### config.mk
export PLATFORM = sky130hd
export DESIGN_NAME = md_arbiter
export DESIGN_NICKNAME = d
export VERILOG_FILES = /design/src/rtl/md_arbiter.sv
export SDC_FILE = /design/constraint.sdc
export NUM_CORES = 1
export LEC_CHECK = 0
export CELL_PAD_IN_SITES_DETAIL_PLACEMENT = 1
export CELL_PAD_IN_SITES_GLOBAL_PLACEMENT = 1
export CORE_ASPECT_RATIO = 0.7
export CORE_MARGIN = 4
export CORE_UTILIZATION = 29
export DETAILED_ROUTE_END_ITERATION = 12
export GPL_ROUTABILITY_DRIVEN = 1
export GPL_TIMING_DRIVEN = 1
export PLACE_DENSITY_LB_ADDON = 0.1
export SYNTH_ARGS = -nofsm -noshare
export SYNTH_HDL_FRONTEND = slang
export SYNTH_SLANG_ARGS = --single-unit
### constraint.sdc
create_clock -name clk -period 1.75 [get_ports clk]
set_input_delay 0.2625 -clock clk [delete_from_list [all_inputs] [get_ports clk]]
set_output_delay 0.2625 -clock clk [all_outputs]
set_load 0.01 [all_outputs]
### src/rtl/md_arbiter.sv
// Round-robin two-port arbiter/sequencer for the 128 x 32 data memory.
// All memory controls and requester responses are registered.
module md_arbiter #(
    parameter int unsigned DEPTH = 128,
    parameter int unsigned AW    = 32,
    parameter int unsigned DW    = 32
) (
    input  logic          clk,
    input  logic          rst_n,
    input  logic          p0_req,
    input  logic          p0_we,
    input  logic [AW-1:0] p0_addr,
    input  logic [DW-1:0] p0_wdata,
    output logic          p0_gnt,
    output logic          p0_valid,
    output logic [DW-1:0] p0_rdata,
    output logic          p0_err,
    input  logic          p1_req,
    input  logic          p1_we,
    input  logic [AW-1:0] p1_addr,
    input  logic [DW-1:0] p1_wdata,
    output logic          p1_gnt,
    output logic          p1_valid,
    output logic [DW-1:0] p1_rdata,
    output logic          p1_err,
    output logic [AW-1:0] md_adr,
    output logic [DW-1:0] md_din,
    output logic          md_w,
    output logic          md_r,
    input  logic [DW-1:0] md_dout
);

    localparam logic [1:0] S_IDLE   = 2'd0;
    localparam logic [1:0] S_ACCESS = 2'd1;
    localparam logic [1:0] S_RESP   = 2'd2;

    logic [1:0]    state, state_n;
    logic          last, last_n;
    logic          sel, sel_n;
    logic          we_q, we_n;
    logic          err_q, err_n;
    logic          gnt0_n, gnt1_n, valid0_n, valid1_n, perr0_n, perr1_n;
    logic [DW-1:0] rdata0_n, rdata1_n, din_n;
    logic [AW-1:0] adr_n;
    logic          w_n, r_n;

    // Candidate request: on a tie the port that was not served last wins.
    logic          pick_c;
    logic          pick_we_c;
    logic [AW-1:0] pick_addr_c;
    logic [DW-1:0] pick_wdata_c;
    logic          in_range_c;
    logic [DW-1:0] cap_c;

    assign pick_c       = (p0_req & p1_req) ? ~last : p1_req;
    assign pick_we_c    = pick_c ? p1_we    : p0_we;
    assign pick_addr_c  = pick_c ? p1_addr  : p0_addr;
    assign pick_wdata_c = pick_c ? p1_wdata : p0_wdata;
    assign in_range_c   = pick_addr_c < AW'(DEPTH);
    assign cap_c        = (~we_q & ~err_q) ? md_dout : '0;

    // Next-state and next-output logic.
    always_comb begin
        state_n  = state;
        last_n   = last;
        sel_n    = sel;
        we_n     = we_q;
        err_n    = err_q;
        gnt0_n   = 1'b0;
        gnt1_n   = 1'b0;
        valid0_n = 1'b0;
        valid1_n = 1'b0;
        perr0_n  = 1'b0;
        perr1_n  = 1'b0;
        rdata0_n = p0_rdata;
        rdata1_n = p1_rdata;
        adr_n    = md_adr;
        din_n    = md_din;
        w_n      = md_w;
        r_n      = md_r;
        case (state)
            S_IDLE: begin
                if (p0_req | p1_req) begin
                    sel_n   = pick_c;
                    last_n  = pick_c;
                    we_n    = pick_we_c;
                    err_n   = ~in_range_c;
                    gnt0_n  = ~pick_c;
                    gnt1_n  = pick_c;
                    adr_n   = pick_addr_c;
                    din_n   = pick_we_c ? pick_wdata_c : '0;
                    w_n     = in_range_c & pick_we_c;
                    r_n     = in_range_c & ~pick_we_c;
                    state_n = S_ACCESS;
                end
            end
            S_ACCESS: begin
                w_n   = 1'b0;
                r_n   = 1'b0;
                din_n = '0;
                if (sel) begin
                    valid1_n = 1'b1;
                    perr1_n  = err_q;
                    rdata1_n = cap_c;
                end else begin
                    valid0_n = 1'b1;
                    perr0_n  = err_q;
                    rdata0_n = cap_c;
                end
                state_n = S_RESP;
            end
            S_RESP: begin
                state_n = S_IDLE;
            end
            default: begin
                state_n = S_IDLE;
                w_n     = 1'b0;
                r_n     = 1'b0;
            end
        endcase
    end

    // State and registered outputs; reset kills any in-flight access at once.
    always_ff @(posedge clk or negedge rst_n) begin
        if (!rst_n) begin
            state    <= S_IDLE;
            last     <= 1'b1;
            sel      <= 1'b0;
            we_q     <= 1'b0;
            err_q    <= 1'b0;
            p0_gnt   <= 1'b0;
            p1_gnt   <= 1'b0;
            p0_valid <= 1'b0;
            p1_valid <= 1'b0;
            p0_err   <= 1'b0;
            p1_err   <= 1'b0;
            p0_rdata <= '0;
            p1_rdata <= '0;
            md_adr   <= '0;
            md_din   <= '0;
            md_w     <= 1'b0;
            md_r     <= 1'b0;
        end else begin
            state    <= state_n;
            last     <= last_n;
            sel      <= sel_n;
            we_q     <= we_n;
            err_q    <= err_n;
            p0_gnt   <= gnt0_n;
            p1_gnt   <= gnt1_n;
            p0_valid <= valid0_n;
            p1_valid <= valid1_n;
            p0_err   <= perr0_n;
            p1_err   <= perr1_n;
            p0_rdata <= rdata0_n;
            p1_rdata <= rdata1_n;
            md_adr   <= adr_n;
            md_din   <= din_n;
            md_w     <= w_n;
            md_r     <= r_n;
        end
    end

endmodule

# Word-level counts from Yosys, hierarchy flattened
# Cells that the tools add are included.
# W data, S select, Z words.
dict set report word_totals {
  reg_bits 142
  inputBits 166
  out_inout_bits 136
  word_cells 67
}
dict set report classes {
  reduce_logical 7
  n_eq_ne 3
  n_mux 26
  n_lt_le_gt_ge 1
  bitwise 13
}
# operator n
set ops {}
lappend ops {{$mux W32} 5}
lappend ops {{$pmux W32 S2} 1}
lappend ops {{$lt A32 B8 Y1 const B} 1}
lappend ops {{$mux W1} 16}
lappend ops {{$reduce_and A2 Y1} 5}
lappend ops {{$not A1 Y1} 8}
lappend ops {{$and A1 B1 Y1} 4}
lappend ops {{$pmux W1 S2} 2}
lappend ops {{$pmux W2 S2} 1}
lappend ops {{$eq A2 B1 Y1 const B} 1}
lappend ops {{$eq A2 B2 Y1 const B} 1}
lappend ops {{$logic_not A2 Y1} 1}
lappend ops {{$mux W2} 1}
lappend ops {{$ne A2 B2 Y1 const B} 1}
lappend ops {{$reduce_bool A2 Y1} 1}
lappend ops {{$or A1 B1 Y1} 1}

# Longest topological paths before layout
# Gate-level depths: netlist of the first run.
dict set report logic_depth {
  word_depth 7
  mapped_depth 7
  ltp_nobuf 5
}

# Worst setup path after synthesis of the first run
# OpenSTA, ideal clock, no wires.
dict set report synth_path {
  path_kind {reg2reg}
  startpoint {register state[0]}
  endpoint {register err_q}
  path_stages_with_launch 6
  t_required_ns 1.620
  synth_period_minus_slack_ns 1.565
  setup_time_ns 0.130
  setup_slack_ns 0.185
  arrival_ns 1.435
  path_cell_list {dfrtp_1 -> or3_1 -> buf_2 -> nor3_1 -> o2bb2a_4 -> a21boi_1}
}
dict set report synth_between {
  elab_chain_cells 2
}
# item line
set synth_lines {}
lappend synth_lines {{start: declaration} 37} ;# logic [1:0] state, state_n;
lappend synth_lines {{start signal: assignment} 144} ;# state <= state_n;
lappend synth_lines {{$logic_not A2 Y1} 81} ;# case (state)
lappend synth_lines {{$reduce_and A2 Y1 (no line)} n/a}
lappend synth_lines {{end signal: assignment} 148} ;# err_q <= err_n;
lappend synth_lines {{end: declaration} 41} ;# logic err_q, err_n;
# Every way passes these cells.
# A chain may end at the register's enable or synchronous reset.

# Worst setup path in the final report of the first run
dict set report layout_path {
  startpoint {register md_adr[12]}
  endpoint {output md_adr[12]}
}
# item line
set layout_rtl {}
lappend layout_rtl {{start: declaration} 26} ;# output logic [AW-1:0] md_adr,
lappend layout_rtl {{start signal: assignment} 157} ;# md_adr <= adr_n;
# No word-level cell between the ends.

==> run_results.csv, run 1 <==
group,metric,value,unit
yosys,synth-seq-cells,142,
finish,final_nets,1078,
finish,final_area,10150,um^2
global_route,globalRouteTotalUtil,0.1900,
placed_design,io_buffers,301,
sta,max_freq,600.4,MHz
global_route,grt_pass1_wl,33.72,mm
worst_hold_path,hold_path.class,"in -> async",
setup_path,critical_path.endpoint,"md_adr[12]",
setup_path,cp.arrival,1.40,ns
setup_path,cp.required,1.49,ns
clocking,clock_latency,0.42,ns
route,m1WireLength,8.463,mm
power,total_leakage_power,4.356,nW
setup_path,cp.depth,1,
floorplan,start_util,0.2970,
yosys,synth_cell_type_count,30,
placed_design,dpl-instance-area,9573,um^2
route,drt-total-wl,21.42,mm
setup_path,rr_startpoint,"state[0]$_DFFE_PN0P_",
yosys,synth_nets,750,
clocking,cts_resized,0,
sta,finalCritPeriodShare,0.9517,
route,vias_per_cell,4.587,
sta,rsz0062_at_grt,"false",
clocking,cts_hold_buf,1,
floorplan,die_w,178.7,um
placed_design,gp_congestion,0.8240,
setup_path,reg2reg_to,"md_adr[31]$_DFFE_PN0P_",
power,power.density,1246,nW/um^2
route,drt-wirelength-per-cell,17.93,um
setup_path,end_kind,"output pin",
floorplan,rows,43,
route,drt-initial-drc-count,208,
setup_path,critPathLaunchType,"flop",
power,power,12.65,mW
finish,multiInputGateArea,2181,um^2
clocking,cts_sinks,142,
power,ir_drop,0.5611,mV
clocking,clk_pin_slew,0.07,ns
floorplan,dieArea,22770,um^2
clocking,post_cts_buffers,0,
finish,area_growth,71.72,%
clocking,clock_path_buffers,2,
setup_path,ff2ff_setup_slack,0.12,ns
finish,finalNonFillerCells,1195,
setup_path,crit_buf_inv,1,
floorplan,coreArea,19910,um^2
setup_path,slowest_stage,"clkdlybuf4s50_1",
floorplan,die_h,127.5,um
setup_path,r2r_cells,5,
setup_path,critical_path.top_delay_family,"buffers and inverters",
sta,hold_viol_final,0,
clocking,tritoncts,"built",
yosys,avgSynthCellArea,10.12,um^2
yosys,seq_area_frac_synth,0.6013,
clocking,cts_made_buffers,17,
finish,diodes,0,
floorplan,ios,302,
sta,tightest_slew,0.3775,ns
setup_path,cp_max_fo,2,
sta,setup_violations,0,
sta,maxSlewViolCount,0,
clocking,cts-root-buf,"clkbuf_16",
placed_design,dpl.cell_count,1162,
clocking,h-tree-depth,4,
sta,timing.hold.ws,0.2603,ns
status,outcome,"complete, no violations",
route,wl_met3,1.961,mm
route,ant_nets,0,
finish,ff_latch_area,3555,um^2
yosys,synthesis.instances,584,
route,route.detailed.drc,0,
global_route,grt_max_degree,67,
placed_design,hpwl,16.68,mm
global_route,grt_pass1_vias,6156,
route,vias,5481,
setup_path,critPathKind,"reg -> out",
setup_path,path_cells,"clkdlybuf4s50_1",
finish,drive_gt1_frac,0.1027,
setup_path,crit_path_start,"md_adr[12]$_DFFE_PN0P_",
global_route,antenna_found_initial,0,
yosys,synthesis.area,5912,um^2
route,firstDrtPassIters,4,
route,routed.top_layer,"met4",
sta,min_period,1.666,ns
flow_run,maxCapViolations,0,
finish,fillerInstances,2204,
sta,skew,0.01004,ns
yosys,yosys_warnings,0,
route,met2_length,10.84,mm
global_route,grt-ovfl-total,0,
setup_path,crit_path_max_incr_delay,0.58,ns
sta,max-slew-margin-rel,0.7460,
cells in the final DEF, fill, tap and decap left out, types with 2 or more instances in the layout:
master | synthesis | final
nor2_2 | 1 | 2
nand2_1 | 173 | 172
nor3_1 | 3 | 3
clkbuf_16 | 0 | 17
nand4_1 | 3 | 3
clkdlybuf4s50_1 | 0 | 300
o21ai_0 | 92 | 92
buf_4 | 4 | 36
nor2_1 | 7 | 6
o21ai_2 | 2 | 2
a21o_1 | 2 | 2
mux2i_1 | 58 | 58
clkinvlp_4 | 0 | 2
a22oi_1 | 7 | 7
nor4_1 | 10 | 10
clkinv_4 | 0 | 2
inv_6 | 0 | 6
nand2_2 | 1 | 2
buf_12 | 0 | 10
o21ai_1 | 29 | 29
inv_1 | 4 | 4
dfrtp_1 | 141 | 141
clkinv_2 | 0 | 3
power breakdown:
part	leakage (nW)	internal [mW]	switching, mW
Clock	0.278	2.02	1.47
Sequential	1.89	4.07	0.441
Combinational	2.19	2.38	2.27
cell usage after synthesis:
master | n | area share
nor2_1 | 7 | 0.0044
nor2b_1 | 1 | 0.0011
nand2_2 | 1 | 0.0011
mux2_2 | 1 | 0.0019
mux2i_1 | 58 | 0.098
inv_1 | 4 | 0.0025
or4_4 | 1 | 0.0019
o21ai_0 | 92 | 0.078
or3_1 | 1 | 0.0011
buf_4 | 4 | 0.0051
nor3_1 | 3 | 0.0025
nand2_1 | 173 | 0.11
o21ai_2 | 2 | 0.0030
nand4_1 | 3 | 0.0032
a21boi_1 | 2 | 0.0025
clkbuf_1 | 24 | 0.015
nor4_1 | 10 | 0.011
nor2_2 | 1 | 0.0011
nor3b_2 | 1 | 0.0021
o2bb2a_4 | 1 | 0.0034
or2_2 | 1 | 0.0011
dfstp_2 | 1 | 0.0044
nand2b_1 | 1 | 0.0011
a22oi_1 | 7 | 0.0089
buf_6 | 1 | 0.0019
buf_2 | 10 | 0.0085
o21ai_1 | 29 | 0.025
nor3_2 | 1 | 0.0017
dfrtp_1 | 141 | 0.60
a21o_1 | 2 | 0.0025
worst min-delay path by stage:
stage                      from                 endpoint  slack (ns)  cells after the start
after floorplan           rst_n        err_q$_DFFE_PN0P_       -0.03                      0
after global placement    rst_n       p1_valid$_DFF_PN0_        0.13                      1
after detailed placement  rst_n  p0_rdata[4]$_DFFE_PN0P_        0.13                      1
after CTS                 rst_n  p0_rdata[4]$_DFFE_PN0P_        0.27                      2
after global routing      rst_n  p1_rdata[9]$_DFFE_PN0P_        0.26                      2
final                     rst_n  p1_rdata[9]$_DFFE_PN0P_        0.26                      2
registers in the layout (all words and copies together), names as in the netlist, 2 cells and up:
signal and count:
p0_rdata 32, md_din 32, state 2, md_adr 32, p1_rdata 32
per-layer routing:
metal | track usage | vias to the layer above
li1 | - | 2636
met5 | 0 | -
met1 | 0.2209 | 2662
met2 | 0.3316 | 170
met4 | 0.03744 | 0
met3 | 0.07927 | 13
area by class of cell:
type,instances,area share
Timing Repair Buffer,348,0.3442
Tap cell,270,0.03328
Clock inverter,14,0.01282
Multi-Input combinational cell,399,0.2148
Sequential cell,142,0.3501
Inverter,4,0.001479
Clock buffer,18,0.04326
worst reg2reg max path: stages, from the launching register on:
cell	delay (ns)
dfrtp_1	0.38
or3_2	0.53
buf_4	0.24
buf_12	0.19
nand2_1	0.08
o21ai_0	0.08
cell families (layout without fill, tap and decap cells):
| family | count (synthesis) | after routing | synth area share |
|---|---|---|---|
| compound gates | 135 | 135 | 0.1228 |
| buf+inv | 43 | 384 | 0.03323 |
| simple gates | 205 | 205 | 0.1426 |
| flops | 142 | 142 | 0.6013 |
| mux | 59 | 59 | 0.1001 |
per-stage QoR:
step | setup slack, ns | util | setup TNS (ns)
after detailed placement | -0.2859 | 0.4809 | -14.41
after global placement | -0.2693 | 0.4809 | -10.56
final | 0.08448 | 0.5100 | 0
after floorplan | 0.1845 | - | 0
after CTS | 0.06613 | 0.5100 | 0
after global routing | 0.03703 | 0.5100 | 0
No activity file was read; power rests on OpenSTA's default activity.
==> run 2, diff against run 1 <==
--- a/config.mk
+++ b/config.mk
@@ -12,7 +12,7 @@
 export CORE_UTILIZATION = 29
 export DETAILED_ROUTE_END_ITERATION = 12
 export GPL_ROUTABILITY_DRIVEN = 1
-export GPL_TIMING_DRIVEN = 1
+export GPL_TIMING_DRIVEN = 0
 export PLACE_DENSITY_LB_ADDON = 0.1
 export SYNTH_ARGS = -nofsm -noshare
 export SYNTH_HDL_FRONTEND = slang
==> run_results.csv, run 2 (same netlist as run 1, synthesis figures left out) <==
group,metric,value,unit
setup_path,ff2ff_setup_slack,0.10,ns
setup_path,cp.arrival,1.96,ns
floorplan,dieArea,22770,um^2
clocking,cts_made_buffers,17,
route,drt-total-wl,23.07,mm
power,seq_power_share,0.346,
sta,skew,0.01034,ns
clocking,h-tree-depth,4,
sta,finalCritPeriodShare,0.9557,
clocking,clock_latency,0.41,ns
power,switching_power,4.309,mW
finish,final_nets,1072,
finish,finalNonFillerCells,1189,
sta,min_period,1.672,ns
sta,setup_violations,0,
setup_path,crit_path_start,"p1_req",
clocking,post_cts_buffers,0,
worst_hold_path,hold_path.class,"in -> async",
setup_path,reg2reg_to,"err_q$_DFFE_PN0P_",
finish,final_common_cell,"clkdlybuf4s50_1",
route,vias,5655,
setup_path,critPathLaunchType,"input port",
clocking,clock_path_buffers,2,
power,total_leakage_power,4.238,nW
power,pwr-share-clk,0.296,
sta,max_freq,597.9,MHz
clocking,cts-root-buf,"clkbuf_16",
global_route,antenna_found_initial,0,
sta,fin_ws,0.07750,ns
global_route,grt-ovfl-total,0,
power,power,12.99,mW
flow_run,maxCapViolations,0,
finish,final_area,9965,um^2
finish,layout_common_cells,"300 x clkdlybuf4s50_1, 173 x nand2_1, 141 x dfrtp_1, 92 x o21ai_0, 57 x mux2i_1",
sta,tightest_slew,0.6149,ns
global_route,grt_pass1_wl,35.87,mm
setup_path,critPathKind,"in -> reg",
route,vias_per_cell,4.756,
route,drt-wirelength-per-cell,19.40,um
setup_path,rr_startpoint,"state[0]$_DFFE_PN0P_",
sta,max-slew-margin-rel,0.5901,
sta,timing.hold.ws,0.3971,ns
floorplan,coreArea,19910,um^2
setup_path,cp_max_fo,10,
clocking,clk_pin_slew,0.06,ns
placed_design,gp_congestion,0.8365,
global_route,grt_max_degree,82,
floorplan,die_w,178.7,um
route,firstDrtPassIters,4,
setup_path,end_kind,"flop",
placed_design,io_buffers,301,
power,combPwrFrac,0.358,
route,route.detailed.drc,0,
finish,area_growth,68.55,%
route,drt-initial-drc-count,233,
sta,rsz0062_at_grt,"true",
clocking,tritoncts,"built",
power,ir_drop,0.5324,mV
sta,hold_viol_final,0,
global_route,globalRouteTotalUtil,0.2031,
floorplan,die_h,127.5,um
finish,drive_gt1_frac,0.07843,
sta,maxSlewViolCount,0,
status,outcome,"complete, no violations",
setup_path,critical_path.endpoint,"md_din[13]$_DFFE_PN0P_",
power,cellInternalPower,8.681,mW
power,power.density,1304,nW/um^2
placed_design,pre_cts_ws,-0.4636,ns
placed_design,hpwl,18.20,mm
setup_path,cp.required,2.03,ns
placed_design,dpl.cell_count,1156,
placed_design,dpl-instance-area,9291,um^2
setup_path,r2r_cells,5,
route,ant_nets,0,
power,swShare,0.3317,
floorplan,rows,43,
clocking,cts_sinks,142,
floorplan,ios,302,
global_route,grt_pass1_vias,6354,
floorplan,start_util,0.2970,
==> run 2: worst min path at each step <==
stage,from,endpoint,slack [ns],cells past startpoint
2_1_floorplan,rst_n,err_q$_DFFE_PN0P_,-0.03,0
3_3_place_gp,md_adr[0]$_DFFE_PN0P_,md_adr[0]$_DFFE_PN0P_,0.45,2
3_5_place_dp,rst_n,p1_rdata[4]$_DFFE_PN0P_,0.29,1
4_1_cts,md_dout[29],p0_rdata[29]$_DFFE_PN0P_,0.41,3
5_1_grt,md_dout[12],p1_rdata[12]$_DFFE_PN0P_,0.43,3
6_report,rst_n,p1_rdata[4]$_DFFE_PN0P_,0.40,2
==> run 2: per-stage QoR <==
| step | setup TNS [ns] | utilization |
|---|---|---|
| floorplan | 0 | - |
| global placement | -774.05 | 0.4653 |
| detailed placement | -23.43 | 0.4668 |
| CTS | 0 | 0.4986 |
| global route | -1.106 | 0.5004 |
| finish | 0 | 0.5006 |
==> run 2: what timing repair did <==
item	in CTS	in global routing
hold buffers	1	0
resized for setup	2	32
setup endpoints to repair	2	106
endpoints found under the hold margin	61	0
==> run 2: cell type report <==
| class | count | area [um^2] |
|---|---|---|
| Fill cell | 2209 | 9942 |
| Sequential cell | 142 | 3555 |
| Timing Repair Buffer | 303 | 3052 |
| Multi-Input combinational cell | 399 | 2172 |
| Clock buffer | 18 | 429.2 |
| Tap cell | 270 | 337.8 |
| Buffer | 39 | 212.7 |
| Clock inverter | 13 | 188.9 |
| Inverter | 4 | 15.01 |
| Antenna cell | 1 | 2.502 |
==> run 2: layer usage <==
metal,global-route usage,routed length (um)
met3,0.06951,1871
met1,0.2587,9875
met4,0.04375,241
met5,0,0
met2,0.3371,11080
==> run 2: critical path: stages <==
cell and delay, ns:
clkdlybuf4s50_1 0.50, a21boi_1 0.17, buf_4 0.20, mux2_2 0.38
nand2_2 0.15, buf_4 0.20, o21ai_1 0.09
==> run 2: power by group through the flow <==
stage          registers, mW  logic, mW  clock network (mW)
2_1_floorplan           4.85       1.54                   0
3_3_place_gp            4.51       4.55                   0
3_5_place_dp            4.55       4.65                   0
4_1_cts                 4.51       4.68                3.94
5_1_grt                 4.61       5.08                4.08
6_report                4.50       4.65                3.84
